===== src/rtl/score_board.sv =====
// Score keeper and score renderer for the two-player ball game.
// Counts rising edges of each player's score flag, detects the winning score,
// and redraws both scores as 3x5 glyphs through the shared pixel-write path
// using a request/grant handshake with the pixel-write arbiter.
module score_board #(
  parameter logic [3:0] WIN_SCORE = 4'd7,
  parameter logic [7:0] X0        = 8'd20,
  parameter logic [6:0] Y0        = 7'd100,
  parameter logic [7:0] X1        = 8'd20,
  parameter logic [6:0] Y1        = 7'd14,
  parameter logic [2:0] FG_COLOR  = 3'b111
) (
  input  logic       clk,
  input  logic       resetn,
  input  logic       player_0_scores,
  input  logic       player_1_scores,
  input  logic       restart,
  input  logic       draw_grant,
  output logic       draw_req,
  output logic [7:0] x_out,
  output logic [6:0] y_out,
  output logic [2:0] color_out,
  output logic       writeEn,
  output logic [3:0] score_0,
  output logic [3:0] score_1,
  output logic       game_over,
  output logic       winner
);

  typedef enum logic [2:0] {IDLE, REQ, DRAW0, DRAW1, DONE} state_t;

  state_t     r_state;
  logic       r_p0Prev;
  logic       r_p1Prev;
  logic       r_pending;
  logic [1:0] r_col;
  logic [2:0] r_row;
  logic [3:0] r_digit0;
  logic [3:0] r_digit1;

  logic       w_inc0;
  logic       w_inc1;
  logic [3:0] w_next0;
  logic [3:0] w_next1;
  logic       w_win0;
  logic       w_win1;
  logic       w_grantTake;
  logic       w_lastPix;
  logic [1:0] w_nextCol;
  logic [2:0] w_nextRow;

  // 3x5 glyph bitmaps, bit 14 is the top-left pixel, scanned row-major.
  function automatic logic [14:0] glyph(input logic [3:0] d);
    case (d)
      4'd0:    glyph = 15'b111_101_101_101_111;
      4'd1:    glyph = 15'b010_010_010_010_010;
      4'd2:    glyph = 15'b111_001_111_100_111;
      4'd3:    glyph = 15'b111_001_111_001_111;
      4'd4:    glyph = 15'b101_101_111_001_001;
      4'd5:    glyph = 15'b111_100_111_001_111;
      4'd6:    glyph = 15'b111_100_111_101_111;
      4'd7:    glyph = 15'b111_001_001_001_001;
      4'd8:    glyph = 15'b111_101_111_101_111;
      4'd9:    glyph = 15'b111_101_111_001_111;
      default: glyph = 15'b000_000_000_000_000;
    endcase
  endfunction

  // Colour of one glyph pixel: foreground when lit, black otherwise.
  function automatic logic [2:0] pixColor(input logic [3:0] d, input logic [2:0] row,
                                          input logic [1:0] col);
    logic [14:0] g;
    logic [3:0]  idx;
    g   = glyph(d);
    idx = 4'd14 - ({1'b0, row} * 4'd3 + {2'b00, col});
    pixColor = g[idx] ? FG_COLOR : 3'b000;
  endfunction

  // A score only counts on a fresh rising edge, while the match is live and
  // no restart is happening in the same cycle.
  assign w_inc0      = player_0_scores & ~r_p0Prev & ~game_over & ~restart;
  assign w_inc1      = player_1_scores & ~r_p1Prev & ~game_over & ~restart;
  assign w_next0     = score_0 + 4'd1;
  assign w_next1     = score_1 + 4'd1;
  assign w_win0      = w_inc0 && (w_next0 == WIN_SCORE);
  assign w_win1      = w_inc1 && (w_next1 == WIN_SCORE);
  assign w_grantTake = (r_state == REQ) && draw_grant;
  assign w_lastPix   = (r_col == 2'd2) && (r_row == 3'd4);
  assign w_nextCol   = (r_col == 2'd2) ? 2'd0 : r_col + 2'd1;
  assign w_nextRow   = (r_col == 2'd2) ? r_row + 3'd1 : r_row;

  // Score counting, win detection and the redraw-pending flag; a new score
  // event beats the grant clearing pending so a mid-draw change is redrawn.
  always_ff @(posedge clk or negedge resetn) begin
    if (!resetn) begin
      r_p0Prev  <= 1'b0;
      r_p1Prev  <= 1'b0;
      score_0   <= 4'd0;
      score_1   <= 4'd0;
      game_over <= 1'b0;
      winner    <= 1'b0;
      r_pending <= 1'b1;
    end else begin
      r_p0Prev <= player_0_scores;
      r_p1Prev <= player_1_scores;
      if (restart) begin
        score_0   <= 4'd0;
        score_1   <= 4'd0;
        game_over <= 1'b0;
        winner    <= 1'b0;
        r_pending <= 1'b1;
      end else begin
        if (w_inc0) score_0 <= w_next0;
        if (w_inc1) score_1 <= w_next1;
        if (w_win0 || w_win1) begin
          game_over <= 1'b1;
          winner    <= ~w_win0;
        end
        if (w_inc0 || w_inc1) r_pending <= 1'b1;
        else if (w_grantTake) r_pending <= 1'b0;
      end
    end
  end

  // Draw sequencer with registered pixel outputs; each cycle in a DRAW state
  // presents the pixel addressed by the col/row counters.
  always_ff @(posedge clk or negedge resetn) begin
    if (!resetn) begin
      r_state   <= IDLE;
      r_col     <= 2'd0;
      r_row     <= 3'd0;
      r_digit0  <= 4'd0;
      r_digit1  <= 4'd0;
      draw_req  <= 1'b0;
      writeEn   <= 1'b0;
      x_out     <= 8'd0;
      y_out     <= 7'd0;
      color_out <= 3'b000;
    end else begin
      case (r_state)
        IDLE: begin
          if (r_pending) begin
            r_state  <= REQ;
            draw_req <= 1'b1;
          end
        end
        REQ: begin
          if (draw_grant) begin
            r_state   <= DRAW0;
            r_col     <= 2'd0;
            r_row     <= 3'd0;
            r_digit0  <= score_0;
            r_digit1  <= score_1;
            writeEn   <= 1'b1;
            x_out     <= X0;
            y_out     <= Y0;
            color_out <= pixColor(score_0, 3'd0, 2'd0);
          end
        end
        DRAW0: begin
          if (w_lastPix) begin
            r_state   <= DRAW1;
            r_col     <= 2'd0;
            r_row     <= 3'd0;
            x_out     <= X1;
            y_out     <= Y1;
            color_out <= pixColor(r_digit1, 3'd0, 2'd0);
          end else begin
            r_col     <= w_nextCol;
            r_row     <= w_nextRow;
            x_out     <= X0 + {6'd0, w_nextCol};
            y_out     <= Y0 + {4'd0, w_nextRow};
            color_out <= pixColor(r_digit0, w_nextRow, w_nextCol);
          end
        end
        DRAW1: begin
          if (w_lastPix) begin
            r_state   <= DONE;
            r_col     <= 2'd0;
            r_row     <= 3'd0;
            draw_req  <= 1'b0;
            writeEn   <= 1'b0;
            x_out     <= 8'd0;
            y_out     <= 7'd0;
            color_out <= 3'b000;
          end else begin
            r_col     <= w_nextCol;
            r_row     <= w_nextRow;
            x_out     <= X1 + {6'd0, w_nextCol};
            y_out     <= Y1 + {4'd0, w_nextRow};
            color_out <= pixColor(r_digit1, w_nextRow, w_nextCol);
          end
        end
        DONE: begin
          r_state <= IDLE;
        end
        default: begin
          r_state <= IDLE;
        end
      endcase
    end
  end

endmodule

===== config.mk =====
export PLATFORM = sky130hd
export DESIGN_NAME = score_board
export DESIGN_NICKNAME = d
export VERILOG_FILES = /design/src/rtl/score_board.sv
export SDC_FILE = /design/constraint.sdc
export NUM_CORES = 1
export LEC_CHECK = 0
export ABC_AREA = 1
export BUFFER_PORTS_ARGS = -buffer_cell sky130_fd_sc_hd__buf_2
export CORE_MARGIN = 2
export CORE_UTILIZATION = 50
export CTS_BUF_LIST = sky130_fd_sc_hd__clkbuf_16
export CTS_CLUSTER_SIZE = 8
export DETAILED_ROUTE_END_ITERATION = 6
export PLACE_DENSITY = 0.78
export SETUP_SLACK_MARGIN = 0.4
export SLEW_MARGIN = 20
export SYNTH_ARGS = -nofsm -noshare
export SYNTH_HDL_FRONTEND = slang
export SYNTH_SLANG_ARGS = --single-unit

===== constraint.sdc =====
create_clock -name clk -period 8.34 [get_ports clk]
set_clock_uncertainty 0.05 [all_clocks]
set_input_delay 1.668 -clock clk [delete_from_list [all_inputs] [get_ports clk]]
set_output_delay 1.668 -clock clk [all_outputs]
set_load 0.005 [all_outputs]

# Word level (Yosys, flattened, before mapping)
# Memories as Yosys holds them, arrays and structs flattened.
# Index checks and enable logic that the tools add are counted.
# Widths: inputs -> output; s select.
# op_classes
addsub	9
mul	1
n_lt_le_gt_ge	1
eq_ne	11
muxes	57
n_bitwise	11
reduce_logical	22
# op_table
cell	n
$mux 15	8
$mux 3	14
$pmux 8 s3	1
$pmux 7 s3	1
$mux 4	4
$mux 7	2
$mux 1	12
$mux 6	2
$pmux 3 s4	1
$reduce_bool 2->1	6
$pmux 3 s3	1
$add 4x1->4 const B	2
$bmux 1 s4	2
$eq 4x3->1 const B	2
$mux 8	1
$ne 2x2->1 const B	4
$add 6x4->7 const A	1
$add 5x2->6 const A	1
$and 1x1->1	6
$eq 3x2->1 const B	2
$mux 2	3
$pmux 3 s2	1
$reduce_and 2->1	3
$reduce_and 3->1	2
other kinds (20)	30
# word_totals
reg_bits	49
romBits	960
in_bits	6
out_inout_bits	30
word_cells	133
memories	4
# mem_list
memory	depth	width	read_ports	rd_clocked_by_memory_dff	write_ports	line_no	source
(no name shown)	16	15	1	0	0	54	case (d)
(no name shown)	16	15	1	0	0	54	
(no name shown)	16	15	1	0	0	54	
(no name shown)	16	15	1	0	0	54	

# Depth between registers and ports, before layout
# Gate-level depths: netlist of run 1.
# depth
ltp_word	10
depth_mapped	23

# Worst setup path after synthesis of run 1
# Ideal clock, no wire load.
# synth_path
path_type	register to register
startpoint	reg r_row[0]
endpoint	reg color_out[1]
setup_ps	116
t_arrival_ps	3042
setup_slack_ps	5131
path_stages_with_launch	21
synth_period_minus_slack_ps	3209
cell_sequence	dfrtp_1 -> inv_2 -> ha_1 -> inv_1 -> o21ai_0 -> fa_1 -> inv_1 -> fa_1 -> clkinv_1 -> nand3_1 -> nand2_1 -> inv_1 -> nor2_1 -> nor2_1 -> nand2_1 -> nand3_1 -> nand2_1 -> inv_1 -> nand2_1 -> nand2_1 -> nand2_1
# synth_via
elab_chain_cells	10
word_cells_on_any_way	16
cone_classes	add/sub: 3; mul: 1; eq/ne: 1; mux: 10; reduce/logical: 1
# synth_lines
item	line_no	source
start: declaration	37	logic [2:0] r_row;
start signal: assignment	170	r_row <= w_nextRow;
start signal: assignment	188	r_row <= w_nextRow;
$add 3x1->3	90	assign w_nextRow = (r_col == 2'd2) ? r_row + 3'd1 : r_row;
$mux 3	90	
$mul 3x2->4	75	idx = 4'd14 - ({1'b0, row} * 4'd3 + {2'b00, col});
$add 4x2->4	75	
$sub 4x4->4	75	
$bmux 1 s4	76	pixColor = g[idx] ? FG_COLOR : 3'b000;
$mux 1 (not written as such)	76	
$mux 3	76	
$mux 3 (on tied branches)	177, 161	
$pmux 3 s3 *	140	case (r_state)
end signal: assignment	157	color_out <= pixColor(score_0, 3'd0, 2'd0);
end signal: assignment	173	color_out <= pixColor(r_digit0, w_nextRow, w_nextCol);
end signal: assignment	191	color_out <= pixColor(r_digit1, w_nextRow, w_nextCol);
end: declaration	22	output logic [2:0] color_out,
# Every way passes the cells marked *; elsewhere a longest branch is shown, timed or not. The select of a mux whose other input is x is not followed.
# A chain may end at the register's enable or synchronous reset.

# Final worst setup path of run 1
# Same ends and word-level chain as after synthesis.

==> results of run 1 <==
## power by group through the flow
stage	clock, mW	sequential, mW	combinational, mW
after global placement	0	0.273	0.752
after global routing	0.198	0.278	0.912
after floorplan	0	0.272	0.633
after detailed placement	0	0.276	0.772
after CTS	0.190	0.272	0.776
final	0.187	0.272	0.780
## placed cells by master (no fill, tap or decap), types with 2 or more instances in the layout
cell type	count
sky130_fd_sc_hd__nand2_2	4
sky130_fd_sc_hd__fa_1	2
sky130_fd_sc_hd__nand4_1	2
sky130_fd_sc_hd__conb_1	4
sky130_fd_sc_hd__nand3_1	37
sky130_fd_sc_hd__nand2_1	102
sky130_fd_sc_hd__nand2_4	2
sky130_fd_sc_hd__o22ai_1	5
sky130_fd_sc_hd__ha_1	23
sky130_fd_sc_hd__o21ai_0	24
sky130_fd_sc_hd__o211ai_1	3
sky130_fd_sc_hd__o21ai_1	2
sky130_fd_sc_hd__clkinv_2	2
sky130_fd_sc_hd__dfrtp_1	40
sky130_fd_sc_hd__buf_2	31
sky130_fd_sc_hd__a31oi_1	2
sky130_fd_sc_hd__inv_1	62
sky130_fd_sc_hd__inv_2	3
sky130_fd_sc_hd__a21oi_1	7
sky130_fd_sc_hd__clkbuf_16	5
sky130_fd_sc_hd__nor2_1	37
sky130_fd_sc_hd__xor2_1	6
## layer usage
layer | GRT usage (%) | vias to the layer above | share of wire (%)
met3 | 3.41 | 7 | 3.3
li1 | - | 1260 | -
met2 | 35.0 | 47 | 50
met5 | 0 | - | 0
met1 | 26.9 | 1161 | 45
met4 | 7.76 | 0 | 1.6
## final cells by class
class | instances | area share (%)
sequential | 41 | 32.8
clock buffer | 5 | 4.00
tap | 72 | 2.88
timing repair buffer | 31 | 4.96
inverter | 66 | 7.91
multi-input combinational | 271 | 46.9
clock inverter | 3 | 0.560
## per-stage QoR
stage          utilization (%)  hold WS, ns
5_1_grt                   57.2        0.456
3_3_place_gp              54.6        0.406
3_5_place_dp              54.6        0.410
4_1_cts                   57.2        0.425
6_report                  57.2        0.418
2_1_floorplan                -        0.415
## state kept, by name, indices dropped and copies added, names as in the netlist, 3 cells and up
signal / flops
r_row: 3
score_0: 4
r_digit1: 4
r_digit0: 4
y_out: 6
x_out: 3
score_1: 4
r_state: 3
## logic make-up after synthesis
kind of cell,synth area share (%)
other,0.133
DFF,36.5
adders and majority gates,11.6
AOI/OAI and AO/OA,9.68
buffers and inverters,11.9
xor gates and xnor gates,1.86
and+or+nand+nor,28.4
## worst min-delay path, delay by kind of cell, from the launching register on
kind          cells  cell delay [ns]
flops             1             0.33
simple gates      2             0.10
## path summary, 6_finish.rpt
check | start | to | slack, ns | cells past startpoint
setup / recovery | r_row[0]$_DFFE_PN0P_ | color_out[1]$_DFFE_PN0P_ | 4.76 | 20
hold / removal | x_out[0]$_DFFE_PN0P_ | x_out[0]$_DFFE_PN0P_ | 0.42 | 2
setup reg to reg | r_row[0]$_DFFE_PN0P_ | color_out[1]$_DFFE_PN0P_ | 4.76 | 20
hold reg to reg | x_out[0]$_DFFE_PN0P_ | x_out[0]$_DFFE_PN0P_ | 0.42 | 2
max in group asynchronous | resetn | r_state[0]$_DFFE_PN0P_ | 6.23 | 1
min in group asynchronous | resetn | score_1[0]$_DFFE_PN0P_ | 1.46 | 1
==> results.md, run 1 <==
* Number of sinks driven by the clock tree at 41
* Worst hold path class: reg2reg
* Sum of routed wire length over all layers at 5.91 mm
* Clk pin slew, worst setup/hold paths at 0.06 ns
* Share of flip-flops with an asynchronous set or reset at 100%
* MaxCap Viol Count at 0
* Result of the run: completed
* Area of the die at 0.00625 sq mm
* Total number of H-tree levels at 2
* Total cell area at the placement stage at 0.00299 sq mm
* Setup Total Neg Slack at 0 ns
* Worst relative slew slack at 40.6%
* Maximum number of pins on one net before global-route repair at 42
* DIE WIDTH at 79.1 microns
* Commonest cells post-synth: 102 x sky130_fd_sc_hd__nand2_1, 62 x sky130_fd_sc_hd__inv_1, 40 x sky130_fd_sc_hd__dfrtp_1, 37 x sky130_fd_sc_hd__nand3_1, 37 x sky130_fd_sc_hd__nor2_1
* Antenna-violating nets left at 0
* Antenna violations before repair at 0
* Crit-path slowest cell: sky130_fd_sc_hd__fa_1
* Number of inserted filler cells in the final layout at 493
* Shortest period the worst path allows at 3.58 ns
* DPL Wire Length at 4.46 mm
* GRT Util Overall at 20.8%
* Inserted Diodes at 0
* Netlist Area Pre-Place at 0.00282 sq mm
* Sequential share of power at 22.0%
* Die Y-Extent at 79.1 microns
* Area grow syn2layout at 11.1%
* Mean area per synthesized cell at 7.30 sq um
* Top cell type by total area after synthesis: sky130_fd_sc_hd__dfrtp_1
* Most frequent CP cell: sky130_fd_sc_hd__nand2_1
* Core footprint at 0.00547 sq mm
* Vias per cell at 5.06
* RSZ-0062 raised after global routing: no
* Sequence of cells on the critical path: inv_2, ha_1, inv_1, o21ai_0, fa_1, inv_1, fa_1, clkinv_1, nand3_1, nand2_1, inv_1, nor2_1, nor2_1, nand2_1, nand3_1, nand2_1, inv_1, nand2_1, nand2_1, nand2_1
* Leakage power summed over all cells at 1.70 nW
* Num CTS Buffers at 5
* Proportion of power drawn by the clock network at 15.1%
* # Post-CTS Setup Buffers at 0
* Worst setup slack before clock tree synthesis at 4.81 ns
* Number of non-filler instances in the completed layout at 489
* Share of layout cells above drive strength 1 at 12.7%
* Buf/Inv on CP at 6
* Data required time at the worst endpoint at 8.47 ns
* Critical Setup Path Class: reg2reg
* Routability-driven placement congestion ratio at 0.917
* Worst path arrival time at 3.70 ns
* Highest cell delay on the worst timing path at 0.66 ns
* Final number of max-transition violations at 0
* Cts repair resizes at 0
* Share of Yosys cell area claimed by the top area cell type at 35.5%
* Net switching power figure at 0.598 mW
* Worst Path Max Fanout at 9
* Clock latency on the worst-skew pair at 0.28 ns
* Total non-filler cell area in the finished layout at 0.00313 sq mm
* Maximum operating frequency at 280 MHz
* Final total power at 1.24 mW
* Total global routing overflow at 0
* Kind of cell adding the most delay to the critical path: adder cells
* Largest vdd supply drop at 0.213 mV
* Clock tree from TritonCTS: yes
* Rows at 27
* Seq/Total Area, Yosys at 36.5%
* Number of instances in the synthesized netlist at 386
* Number of endpoints with negative hold slack in the final report at 0
* Internal power contribution at 0.640 mW
* Power Density at 395 mW/mm^2
* Register area at 0.00103 sq mm
* Worst path setup slack after routing at 4.76 ns
* DRT iter0 DRCs at 83
* Final net count at 447
* Net switching share of the total power at 48.3%
* Critical path endpoint category: flop
* Flop and latch count out of synthesis at 41
* Vias in the first global route at 2400
* IO buf count at 31
* Main area contributors after synthesis: sky130_fd_sc_hd__dfrtp_1 36%, sky130_fd_sc_hd__nand2_1 14%, sky130_fd_sc_hd__ha_1 10%
* Global-route wire length before repair at 10.3 mm
* IO Pins at 36
* Final setup violation count at 0
* Average routed wire per standard cell at 12.1 microns
* Final period utilization at 42.9%
* Cell Count Post-Placement at 481
* Slew at the pin closest to its max-slew limit at 0.890 ns
* Via count at 2475
* Area taken by multi-input logic gates at 0.00147 sq mm
* First-pass DRT Iterations at 4
* Number of remaining DRC errors at 0
* Primary FF master, synth: sky130_fd_sc_hd__dfrtp_1
* Cell at the root of the clock tree: sky130_fd_sc_hd__clkbuf_16
* Element type at the critical path start: flop
* Comb pwr share at 63.0%
* Number of warning messages in the yosys log at 0
* Count of hold-fix buffers inserted at cts at 0
* Distinct cells, synth at 33
* Number of synthesized flops with an enable pin at 0
* CTS max path bufs at 2
* Most repeated cell in the gate-level netlist after synthesis: sky130_fd_sc_hd__nand2_1
* Starting density of the core at 51.5%
Power figures use the tool's default switching activity.
==> run 2, diff against run 1 <==
Settings changed: ABC_AREA 1 to 0, PLACE_DENSITY 0.78 to 0.81.
Clock period 8.34 ns to 3.02 ns, I/O delays scaled along.
==> results.md, run 2 <==
* Result of the run: finished with violations
* Violated checks: negative setup slack
* Top cell type by total area after synthesis: sky130_fd_sc_hd__dfrtp_1
* Crit-path slowest cell: sky130_fd_sc_hd__fa_2
* Worst path arrival time at 3.31 ns
* Final number of max-transition violations at 0
* Main area contributors after synthesis: sky130_fd_sc_hd__dfrtp_1 36%, sky130_fd_sc_hd__ha_1 10%, sky130_fd_sc_hd__o21ai_0 5.3%
* Number of sinks driven by the clock tree at 41
* Share of flip-flops with an asynchronous set or reset at 100%
* Inserted Diodes at 0
* Worst R2R Path Depth at 12
* Hold Crit Endpoint: r_p0Prev$_DFF_PN0_
* Number of synthesized flops with an enable pin at 0
* MaxCap Viol Count at 0
* Register bank with the most flops: y_out
* Number of warning messages in the yosys log at 0
* # Post-CTS Setup Buffers at 0
* Flop and latch count out of synthesis at 41
* First-pass DRT Iterations at 4
* Area grow syn2layout at 19.0%
* Worst hold path class: in2reg
* Hold path cells at 1
* Buf/Inv on CP at 3
* Via count at 2387
* Critical Setup Path Class: reg2reg
* Commonest cells post-synth: 40 x sky130_fd_sc_hd__dfrtp_1, 30 x sky130_fd_sc_hd__nand2_1, 29 x sky130_fd_sc_hd__o21ai_0, 27 x sky130_fd_sc_hd__nor2_1, 23 x sky130_fd_sc_hd__ha_1
* Maximum number of pins on one net before global-route repair at 42
* Cell Count Post-Placement at 415
* Top library cells by usage in the layout, fill and taps aside: 40 x sky130_fd_sc_hd__dfrtp_1, 31 x sky130_fd_sc_hd__buf_2, 29 x sky130_fd_sc_hd__nand2_1, 29 x sky130_fd_sc_hd__o21ai_0, 27 x sky130_fd_sc_hd__nor2_1
* Highest cell delay on the worst timing path at 0.64 ns
* Number of non-filler instances in the completed layout at 423
* Seq/Total Area, Yosys at 37.2%
* Share of layout cells above drive strength 1 at 23.1%
* Clk pin slew, worst setup/hold paths at 0.06 ns
* CTS max path bufs at 2
* IO buf count at 31
* DIE WIDTH at 78.3 microns
* Die Y-Extent at 78.3 microns
* Clock tree from TritonCTS: yes
* DRT iter0 DRCs at 153
* Kind of cell adding the most delay to the critical path: adder cells
* Num CTS Buffers at 5
* Element type at the critical path start: flop
* Starting density of the core at 51.1%
* Shortest period the worst path allows at 3.19 ns
* Flop-to-flop setup slack at -0.17 ns
* Primary FF master, synth: sky130_fd_sc_hd__dfrtp_1
* Vias in the first global route at 2345
* Final setup violation count at 1
* Average routed wire per standard cell at 14.7 microns
* Fin util at 60.8%
* Critical path endpoint category: flop
* Sum of routed wire length over all layers at 6.22 mm
* Reg2reg end: color_out[1]$_DFFE_PN0P_
* Cell at the root of the clock tree: sky130_fd_sc_hd__clkbuf_16
* DPL Wire Length at 4.44 mm
* Final net count at 381
* Worst reg2reg path startpoint: r_row[1]$_DFFE_PN0P_
* Total global routing overflow at 0
* Leading cell type in the layout, fill and taps excluded: sky130_fd_sc_hd__dfrtp_1
* Total number of H-tree levels at 2
* Final period utilization at 106%
* RSZ-0062 raised after global routing: yes
* Worst Min Path Start: player_0_scores
* Antenna-violating nets left at 0
* IO Pins at 36
* Core footprint at 0.00541 sq mm
* Most frequent CP cell: sky130_fd_sc_hd__inv_2
* Vias per cell at 5.64
* Data required time at the worst endpoint at 3.13 ns
* Count of hold-fix buffers inserted at cts at 0
* Share of Yosys cell area claimed by the top area cell type at 36.3%
* Number of remaining DRC errors at 0
* Netlist Area Pre-Place at 0.00276 sq mm
* Rows at 27
* Number of endpoints with negative hold slack in the final report at 0
* Area of the die at 0.00613 sq mm
* Routability-driven placement congestion ratio at 0.868
* Worst setup path start: r_row[1]$_DFFE_PN0P_
* Global-route wire length before repair at 10.4 mm
* Worst path setup slack after routing at -0.171 ns
* Worst relative slew slack at 40.3%
* Max FFs per register at 6
* WP depth at 12
* Number of instances in the synthesized netlist at 315
* Sequence of cells on the critical path: inv_2, ha_4, a21oi_4, inv_2, fa_1, inv_2, fa_2, nor4b_4, o31ai_2, a2111oi_2, a221o_1, a31oi_1
* Slew at the pin closest to its max-slew limit at 0.895 ns
* GRT Util Overall at 21.3%
* Antenna violations before repair at 0
* Worst Path Max Fanout at 4
* Clock latency on the worst-skew pair at 0.28 ns
* Most repeated cell in the gate-level netlist after synthesis: sky130_fd_sc_hd__dfrtp_1
* Maximum operating frequency at 313 MHz
* Mean area per synthesized cell at 8.76 sq um
* Distinct cells, synth at 55
## run 2: changes by cell type after synthesis, moves of 10 or more
| cell | previous run | this run |
|---|---|---|
| sky130_fd_sc_hd__nand3_1 | 37 | 7 |
| sky130_fd_sc_hd__inv_1 | 62 | 22 |
| sky130_fd_sc_hd__nand2_1 | 102 | 30 |
| sky130_fd_sc_hd__nor2_1 | 37 | 27 |
| sky130_fd_sc_hd__a21oi_1 | 7 | 19 |
| sky130_fd_sc_hd__clkbuf_1 | 1 | 11 |
## run 2: cell families (layout without fill, tap and decap cells)
kind of cell	count (synthesis)	in the layout	share of synthesized area (%)
multiplexers	4	4	1.54
flip-flops	41	41	37.2
AO/OA/AOI/OAI	88	88	20.1
other	1	4	0.136
adder cells (fa/ha/maj)	25	25	11.9
buffers and inverters	45	78	7.62
XOR/XNOR	15	15	5.03
AND/OR/NAND/NOR	96	96	16.5
## run 2: final cells by class
| cell class | instances | area [sq um] |
|---|---|---|
| inverters | 23 | 86.3 |
| repair buffers | 47 | 288 |
| multi-input cells | 232 | 1650 |
| clock inverters | 3 | 17.5 |
| well taps | 72 | 90.1 |
| clock buffers | 5 | 125 |
| flip-flops and latches | 41 | 1030 |
| fillers | 458 | 2120 |
## run 2: worst max-delay path by stage
stage	to	slack [ns]
finish	color_out[1]$_DFFE_PN0P_	-0.17
detailed placement	color_out[1]$_DFFE_PN0P_	-0.15
global route	color_out[1]$_DFFE_PN0P_	-0.25
floorplan	color_out[1]$_DFFE_PN0P_	-0.05
CTS	color_out[1]$_DFFE_PN0P_	-0.16
global placement	color_out[1]$_DFFE_PN0P_	-0.04
## run 2: worst register-to-register path: stages (launching register included)
cell	delay (ns)
sky130_fd_sc_hd__dfrtp_1	0.40
sky130_fd_sc_hd__inv_2	0.09
sky130_fd_sc_hd__ha_4	0.21
sky130_fd_sc_hd__a21oi_4	0.15
sky130_fd_sc_hd__inv_2	0.05
sky130_fd_sc_hd__fa_1	0.51
sky130_fd_sc_hd__inv_2	0.05
sky130_fd_sc_hd__fa_2	0.64
sky130_fd_sc_hd__nor4b_4	0.25
sky130_fd_sc_hd__o31ai_2	0.10
sky130_fd_sc_hd__a2111oi_2	0.34
sky130_fd_sc_hd__a221o_1	0.16
sky130_fd_sc_hd__a31oi_1	0.06
## run 2: per-layer routing
metal  vias to the layer above  share of wire [%]  track usage (%)
met5                         -                  0                0
met4                         0                2.3             9.30
met3                        16                4.8             2.99
met2                        80                 47             34.1
met1                      1138                 45             29.1
li1                       1153                  -                -
## run 2: timing repair
action | CTS | global route
gates resized for setup | 2 | 6
setup endpoints to repair | 1 | 1
pin swaps | 1 | 2
## run 2: per-stage QoR
| stage | cell area [sq um] | worst slack [ns] | hold slack, ns | setup TNS, ns |
|---|---|---|---|---|
| floorplan | 2850 | -0.0463 | 0.258 | -0.0463 |
| global placement | 3090 | -0.0441 | 0.404 | -0.0441 |
| detailed placement | 3090 | -0.150 | 0.416 | -0.150 |
| CTS | 3240 | -0.159 | 0.388 | -0.159 |
| global route | 3280 | -0.249 | 0.392 | -0.249 |
| finish | 3280 | -0.171 | 0.392 | -0.171 |
Power of run 2 is not shown: default switching activity piles up to over one toggle a cycle in this logic, so the estimate is an artifact.
